--- config.mk ---
export PLATFORM = sky130hd
export DESIGN_NAME = md_pad_emu
export DESIGN_NICKNAME = d
export VERILOG_FILES = /design/src/rtl/md_pad_pkg.sv /design/src/rtl/md_pad_emu_sync_ff.sv /design/src/rtl/md_pad_emu.sv
export SDC_FILE = /design/constraint.sdc
export NUM_CORES = 1
export LEC_CHECK = 0
export BUFFER_PORTS_ARGS = -buffer_cell sky130_fd_sc_hd__buf_4
export CAP_MARGIN = 0
export CELL_PAD_IN_SITES_DETAIL_PLACEMENT = 1
export CELL_PAD_IN_SITES_GLOBAL_PLACEMENT = 1
export CORE_AREA = 2 2 39 41
export DETAILED_ROUTE_END_ITERATION = 10
export DIE_AREA = 0 0 41 43
export GPL_ROUTABILITY_DRIVEN = 0
export GPL_TIMING_DRIVEN = 0
export MAX_ROUTING_LAYER = met4
export PLACE_DENSITY = 0.62
export REMOVE_ABC_BUFFERS = 1
export SLEW_MARGIN = 20
export SYNTH_ARGS = -nofsm -noshare
export SYNTH_HDL_FRONTEND = slang
export SYNTH_HIERARCHICAL = 1
export SYNTH_SLANG_ARGS = --single-unit
--- constraint.sdc ---
create_clock -name clk_peripheral -period 1 [get_ports clk_peripheral]
set_input_delay 0.1 -clock clk_peripheral [delete_from_list [all_inputs] [get_ports clk_peripheral]]
set_output_delay 0.1 -clock clk_peripheral [all_outputs]
set_load 0.02 [all_outputs]
--- src/rtl/md_pad_pkg.sv ---
// Purpose : shared constants and the pad line multiplexer for the Mega Drive pad emulator.
// Latency : n/a (package: constants and a combinational helper only).
// Backpressure: n/a.
package md_pad_pkg;

    // Button vector bit positions (pressed = 1)
    localparam int BTN_U     = 0;
    localparam int BTN_D     = 1;
    localparam int BTN_L     = 2;
    localparam int BTN_R     = 3;
    localparam int BTN_A     = 4;
    localparam int BTN_B     = 5;
    localparam int BTN_C     = 6;
    localparam int BTN_START = 7;
    localparam int BTN_X     = 8;
    localparam int BTN_Y     = 9;
    localparam int BTN_Z     = 10;
    localparam int BTN_MODE  = 11;
    localparam int NUM_BTN   = 12;

    // Pad line positions on pad_n (DB9 pin numbers in the names)
    localparam int PAD_P1  = 0;
    localparam int PAD_P2  = 1;
    localparam int PAD_P3  = 2;
    localparam int PAD_P4  = 3;
    localparam int PAD_P6  = 4;
    localparam int PAD_P9  = 5;
    localparam int NUM_PAD = 6;

    // Count of select falling edges seen in the current polling burst
    typedef logic [2:0] phase_t;

    localparam phase_t PH_IDLE   = 3'd0;
    localparam phase_t PH_FIRST  = 3'd1;
    localparam phase_t PH_SECOND = 3'd2;
    localparam phase_t PH_ID     = 3'd3;
    localparam phase_t PH_END    = 3'd4;

    // Active-low pad lines for a given select level and phase.
    // A pressed button pulls its line low.
    function automatic logic [NUM_PAD-1:0] pad_mux(
        input logic               sel_s,
        input phase_t             ph,
        input logic [NUM_BTN-1:0] btn
    );
        logic [NUM_BTN-1:0] n;
        logic [NUM_PAD-1:0] p;
        n = ~btn;
        p = '1;
        if (sel_s) begin
            if (ph == PH_ID) begin
                p[PAD_P1] = n[BTN_Z];
                p[PAD_P2] = n[BTN_Y];
                p[PAD_P3] = n[BTN_X];
                p[PAD_P4] = n[BTN_MODE];
            end else begin
                p[PAD_P1] = n[BTN_U];
                p[PAD_P2] = n[BTN_D];
                p[PAD_P3] = n[BTN_L];
                p[PAD_P4] = n[BTN_R];
            end
            p[PAD_P6] = n[BTN_B];
            p[PAD_P9] = n[BTN_C];
        end else begin
            case (ph)
                // All four direction lines low identifies a 6-button pad
                PH_ID:   p[PAD_P4:PAD_P1] = 4'b0000;
                // All four high tells the reader the sequence is over
                PH_END:  p[PAD_P4:PAD_P1] = 4'b1111;
                default: begin
                    p[PAD_P1] = n[BTN_U];
                    p[PAD_P2] = n[BTN_D];
                    p[PAD_P3] = 1'b0;
                    p[PAD_P4] = 1'b0;
                end
            endcase
            p[PAD_P6] = n[BTN_A];
            p[PAD_P9] = n[BTN_START];
        end
        return p;
    endfunction

endpackage

--- src/rtl/md_pad_emu_sync_ff.sv ---
// Purpose : multi-flop synchronizer for a single asynchronous bit; flops reset to 1.
// Latency : STAGES cycles from d_i to q_o.
// Backpressure: none, free-running.
// Ports   : clk_i, reset_i (sync, active-high), d_i (async input), q_o (synchronized).
module sync_ff #(
    parameter int STAGES = 2    // minimum 2
) (
    input  logic clk_i,
    input  logic reset_i,
    input  logic d_i,
    output logic q_o
);

    logic [STAGES-1:0] sync_q;

    always_ff @(posedge clk_i) begin
        if (reset_i) begin
            sync_q <= '1;
        end else begin
            sync_q <= {sync_q[STAGES-2:0], d_i};
        end
    end

    assign q_o = sync_q[STAGES-1];

endmodule

--- src/rtl/md_pad_emu.sv ---
// Purpose : emulates a Mega Drive 3/6-button pad answering a host select line.
// Latency : sel -> pad_n SYNC_STAGES+1 cycles; btn -> pad_n 1 cycle.
// Backpressure: none; the pad answers every select level, the host paces the protocol.
// Ports   : clk_peripheral, reset (sync, active-high), btn[11:0] (pressed=1),
//           sel (async host select), pad_n[5:0] (active-low pins 1,2,3,4,6,9), phase[2:0].
// Config  : MD_PAD_SIX_BTN_EN enables the 6-button sequence (phase counter + idle timer);
//           without it the pad behaves as a 3-button pad and phase reads 0.
module md_pad_emu #(
    parameter int TIMEOUT_CYC = 28000,  // idle cycles before the phase counter rewinds
    parameter int SYNC_STAGES = 2       // select synchronizer depth, minimum 2
) (
    input  logic        clk_peripheral,
    input  logic        reset,
    input  logic [11:0] btn,
    input  logic        sel,
    output logic [5:0]  pad_n,
    output logic [2:0]  phase
);

    import md_pad_pkg::*;

    if (SYNC_STAGES < 2 || TIMEOUT_CYC < 1) begin : g_param_check
        $error("md_pad_emu: SYNC_STAGES must be >= 2 and TIMEOUT_CYC >= 1");
    end

    logic                sel_s;
    phase_t              phase_d;
    logic [NUM_PAD-1:0]  pad_d;
    logic [NUM_PAD-1:0]  pad_q;

    sync_ff #(
        .STAGES (SYNC_STAGES)
    ) u_sel_sync (
        .clk_i   (clk_peripheral),
        .reset_i (reset),
        .d_i     (sel),
        .q_o     (sel_s)
    );

`ifdef MD_PAD_SIX_BTN_EN
    localparam int                 TIMER_W   = $clog2(TIMEOUT_CYC + 1);
    localparam logic [TIMER_W-1:0] TIMER_MAX = TIMER_W'(TIMEOUT_CYC);

    logic               sel_d_q;
    logic               fall;
    logic               sel_edge;
    logic               timeout;
    logic [TIMER_W-1:0] timer_q;
    logic [TIMER_W-1:0] timer_d;
    phase_t             phase_q;

    always_comb begin
        fall     = sel_d_q & ~sel_s;
        sel_edge = sel_d_q ^ sel_s;
        timeout  = (timer_q == TIMER_MAX);
        timer_d  = timer_q;
        phase_d  = phase_q;

        // Timer measures time since the last select activity and parks at the limit
        if (sel_edge) begin
            timer_d = '0;
        end else if (!timeout) begin
            timer_d = timer_q + TIMER_W'(1);
        end

        // A fall landing on the timeout cycle starts a fresh burst rather than
        // being lost to the rewind
        if (fall) begin
            if (timeout) begin
                phase_d = PH_FIRST;
            end else if (phase_q == PH_END) begin
                phase_d = PH_END;
            end else begin
                phase_d = phase_q + 3'd1;
            end
        end else if (timeout) begin
            phase_d = PH_IDLE;
        end
    end

    always_ff @(posedge clk_peripheral) begin
        if (reset) begin
            sel_d_q <= 1'b1;
            timer_q <= '0;
            phase_q <= PH_IDLE;
        end else begin
            sel_d_q <= sel_s;
            timer_q <= timer_d;
            phase_q <= phase_d;
        end
    end

    assign phase = phase_q;
`else
    // 3-button pad: the mux never leaves the normal halves, so btn[11:8] has no effect
    assign phase_d = PH_IDLE;
    assign phase   = PH_IDLE;
`endif

    // Mux on the next phase so the data for a new low half is right from its first cycle
    always_comb begin
        pad_d = pad_mux(sel_s, phase_d, btn);
    end

    always_ff @(posedge clk_peripheral) begin
        if (reset) begin
            pad_q <= '1;
        end else begin
            pad_q <= pad_d;
        end
    end

    assign pad_n = pad_q;

endmodule

# After elaboration in Yosys (flattened, before gate mapping)
# Index checks and enable logic that the tools add are counted.
# Widths: inputs -> output; s select.
word_totals:
  register_bits: 8
  inputBits: 15
  elab_cells: 4
op_classes:
  muxes: 1
  n_bitwise: 1
ops:
  columns: ["operator", "n"]
  rows:
  - ["$not 8->8", 1]
  - ["$mux 6", 1]

# Logic depth before layout (Yosys ltp)
logic_depth:
  depth_word: 2
  mapped_depth: 2
  ltp_nobuf: 2

# Modules after synthesis
# The synthesis kept the hierarchy.
by_module_without_submodules:
  columns: ["mod", "instances", "cells_each", "area_each_um2", "seq_area_each_um2"]
  rows:
  - ["md_pad_emu", 1, 20, 216.5, 120.1]
  - ["sync_ff", 1, 4, 52.6, 40.0]

# Worst setup path before layout
# No wires, ideal clock.
synth_timing:
  path_type: "register -> register"
  startpoint: "reg u_sel_sync.sync_q[1]"
  endpoint: "reg pad_q[4], in the netlist pad_n[4]"
  setup_ns: 0.120
  t_arrival_ns: 0.632
  required_time_ns: 0.880
  slack_ns: 0.248
  path_stages_with_launch: 3
  n_path_buf: 0
  synth_period_minus_slack_ns: 0.752
  cell_sequence: "dfxtp_1 mux2i_1 or2_1"
synth_via:
  elab_chain_cells: 1
synth_lines:
  columns: ["element", "line", "source"]
  rows:
  - ["from (decl)", "md_pad_emu_sync_ff.sv:14", "logic [STAGES-1:0] sync_q;"]
  - ["from (signal assigned)", "md_pad_emu_sync_ff.sv:20", "sync_q <= {sync_q[STAGES-2:0], d_i};"]
  - ["$mux 6", "md_pad_pkg.sv:50", "if (sel_s) begin"]
  - ["to (signal assigned)", "md_pad_emu.sv:109", "pad_q <= pad_d;"]
  - ["to (decl)", "md_pad_emu.sv:29", "logic [NUM_PAD-1:0] pad_q;"]
# Every way passes these cells.
# A chain may end at the register's enable or synchronous reset.

# Worst setup path after layout
# Ends and elaborated chain as after synthesis.

==> impl_metrics.csv <==
group,metric,value,unit
outcome,status,"finished clean",
clock_network,cts_buffers,3,
setup_path,cp-startpoint,"u_sel_sync/sync_q[1]$_SDFF_PP1_",
global_routing,grt_pass1_wl,786,um
synthesis,avgSynthCellArea,11.2,sq um
clock_network,root_buffer,"clkbuf_4",
final_layout,multi_input_area,86.3,sq um
drt,antenna_left,0,
drt,wl,529,um
drt,first_iter_violations,0,
setup_path,cp.arrival,0.94,ns
sta,fin_ws,0.194,ns
clock_network,postCtsSetupBuffers,0,
global_routing,grt_pass1_vias,214,
final_layout,regArea,160,sq um
sta,rsz0062_at_grt,"false",
power,p_leak,0.214,nW
final_layout,final_common_cell,"buf_4",
floorplanning,die_h,43,um
final_layout,fillers,179,
setup_path,critPathKind,"register to register",
job,maxCapViolations,0,
setup_path,critPathCaptureType,"register",
placed_design,dp_slack,0.189,ns
global_routing,grt_max_degree,9,
final_layout,drive_gt1_share,50.0,%
sta,final.setup_skew,0.00449,ns
sta,max_freq,1240,MHz
floorplanning,io_pins,24,
final_layout,final_net_count,59,
clock_network,cts_resized,0,
setup_path,cp.required,1.14,ns
clock_network,clock_path_buffers,2,
drt,avgRoutedWirePerCell,9.12,um
sta,hold_viol,0,
synthesis,netlist-cell-type-count,8,
sta,period_minus_slack,0.806,ns
placed_design,io_buffer_count,16,
final_layout,syn2layout_area_growth,54.9,%
placed_design,placed_area,394,sq um
synthesis,netlist_area,269,sq um
synthesis,synthCells,24,
hold_path,min_from,"btn[0]",
sta,slew_violations,0,
hold_path,hold_depth,2,
synthesis,ys_ff_latch,8,
setup_path,endpoint,"pad_n[4]$_SDFF_PP1_",
setup_path,r2r_cells,2,
synthesis,yosysWarnings,6,
setup_path,r2r_slack,0.19,ns
drt,num_vias,217,
sta,fin_setup_tns,0,ns
final_layout,layout.cells.most_common_list,"buf_4 (16), dfxtp_1 (8), or2_1 (4)",
floorplanning,start_util,19.4,%
drt,drc,0,
synthesis,synth-seq-area-share,59.5,%
clock_network,cts_tree,"yes",
drt,dr.pass1.iters,1,
final_layout,antenna_cells,0,
setup_path,crit_fanout,4,
global_routing,grt_overflow,0,
clock_network,ctsHoldBuffers,0,
setup_path,rr_endpoint,"pad_n[4]$_SDFF_PP1_",
hold_path,hold_class,"primary input to register",
setup_path,cp-start-kind,"register",
global_routing,grt_usage,7.53,%
drt,viasPerCell,3.74,
power,p_per_area,1650,mW/mm^2
global_routing,antenna_found_initial,0,
power,peakVddDrop,0.495,mV
sta,setup_viol,0,
clock_network,htree_levels,1,
clock_network,clk_latency,0.25,ns
clock_network,clkTransAtPathRegs,0.06,ns
clock_network,cts_sinks,8,
floorplanning,rows,14,
floorplanning,die_w,41,um
setup_path,reg2reg_from,"u_sel_sync/sync_q[1]$_SDFF_PP1_",
floorplanning,die_area,0.00176,sq mm
final_layout,design_area,417,sq um
sta,fin_crit_sh,80.6,%
floorplanning,fp.coreArea,0.00138,sq mm
-- routing by layer --
metal  share of wire (%)  GRT usage (%)  up-vias
met2                  47           9.69       17
met1                  38           7.77       95
met4                   0           8.00        0
li1                    -              -      105
met5                   0              -        -
met3                  15           3.14        0
-- final cells by class --
class | instances | area share, %
Inverter | 2 | 1.80
Sequential cell | 8 | 38.4
Clock buffer | 3 | 5.41
Timing Repair Buffer | 16 | 28.8
Tap cell | 16 | 4.80
Multi-Input combinational cell | 13 | 20.7
-- cells in the mapped netlist, drive strengths merged --
library cell | number | area share, %
nand2b | 2 | 4.7
mux2i | 2 | 7.4
dfxtp | 8 | 60
buf | 3 | 8.4
conb | 1 | 1.4
a21o | 2 | 6.5
or2 | 4 | 9.3
inv | 2 | 2.8
-- registers in the layout, indices dropped and copies added, names as in the netlist --
signal,flops
pad_n,6
u_sel_sync/sync_q,2
-- cell families after synthesis --
| family | Yosys count | synth area share [%] |
|---|---|---|
| muxes | 2 | 7.44 |
| other | 1 | 1.39 |
| and+or+nand+nor | 6 | 14.0 |
| DFF | 8 | 59.5 |
| buffers and inverters | 5 | 11.2 |
| AOI/OAI and AO/OA | 2 | 6.51 |
-- critical path, cell delays in order, from the launching register on --
cell,delay (ns)
dfxtp_1,0.40
mux2i_1,0.09
or2_1,0.20
-- how the worst min path moves through the flow --
stage                               end  slack [ns]
global route        pad_n[0]$_SDFF_PP1_        0.02
finish              pad_n[0]$_SDFF_PP1_        0.01
floorplan           pad_n[0]$_SDFF_PP1_        0.17
global placement    pad_n[0]$_SDFF_PP1_        0.27
CTS                 pad_n[0]$_SDFF_PP1_       0.004
detailed placement  pad_n[0]$_SDFF_PP1_        0.28
-- power by group --
part / switching (mW) / total (mW) / internal, mW
combinational: 0.0467 / 0.102 / 0.0550
clock: 0.107 / 0.244 / 0.137
sequential: 0.00598 / 0.343 / 0.337
-- stage by stage --
| step | instances | hold WS [ns] | total power, mW | util, % |
|---|---|---|---|---|
| 6_report | 58 | 0.0116 | 0.689 | 30.1 |
| 2_1_floorplan | 23 | 0.173 | 0.396 | - |
| 3_3_place_gp | 55 | 0.273 | 0.453 | 28.5 |
| 3_5_place_dp | 55 | 0.277 | 0.455 | 28.5 |
| 4_1_cts | 58 | 0.00380 | 0.704 | 30.1 |
| 5_1_grt | 58 | 0.0157 | 0.723 | 30.1 |
(Power assumes the default switching activity.)
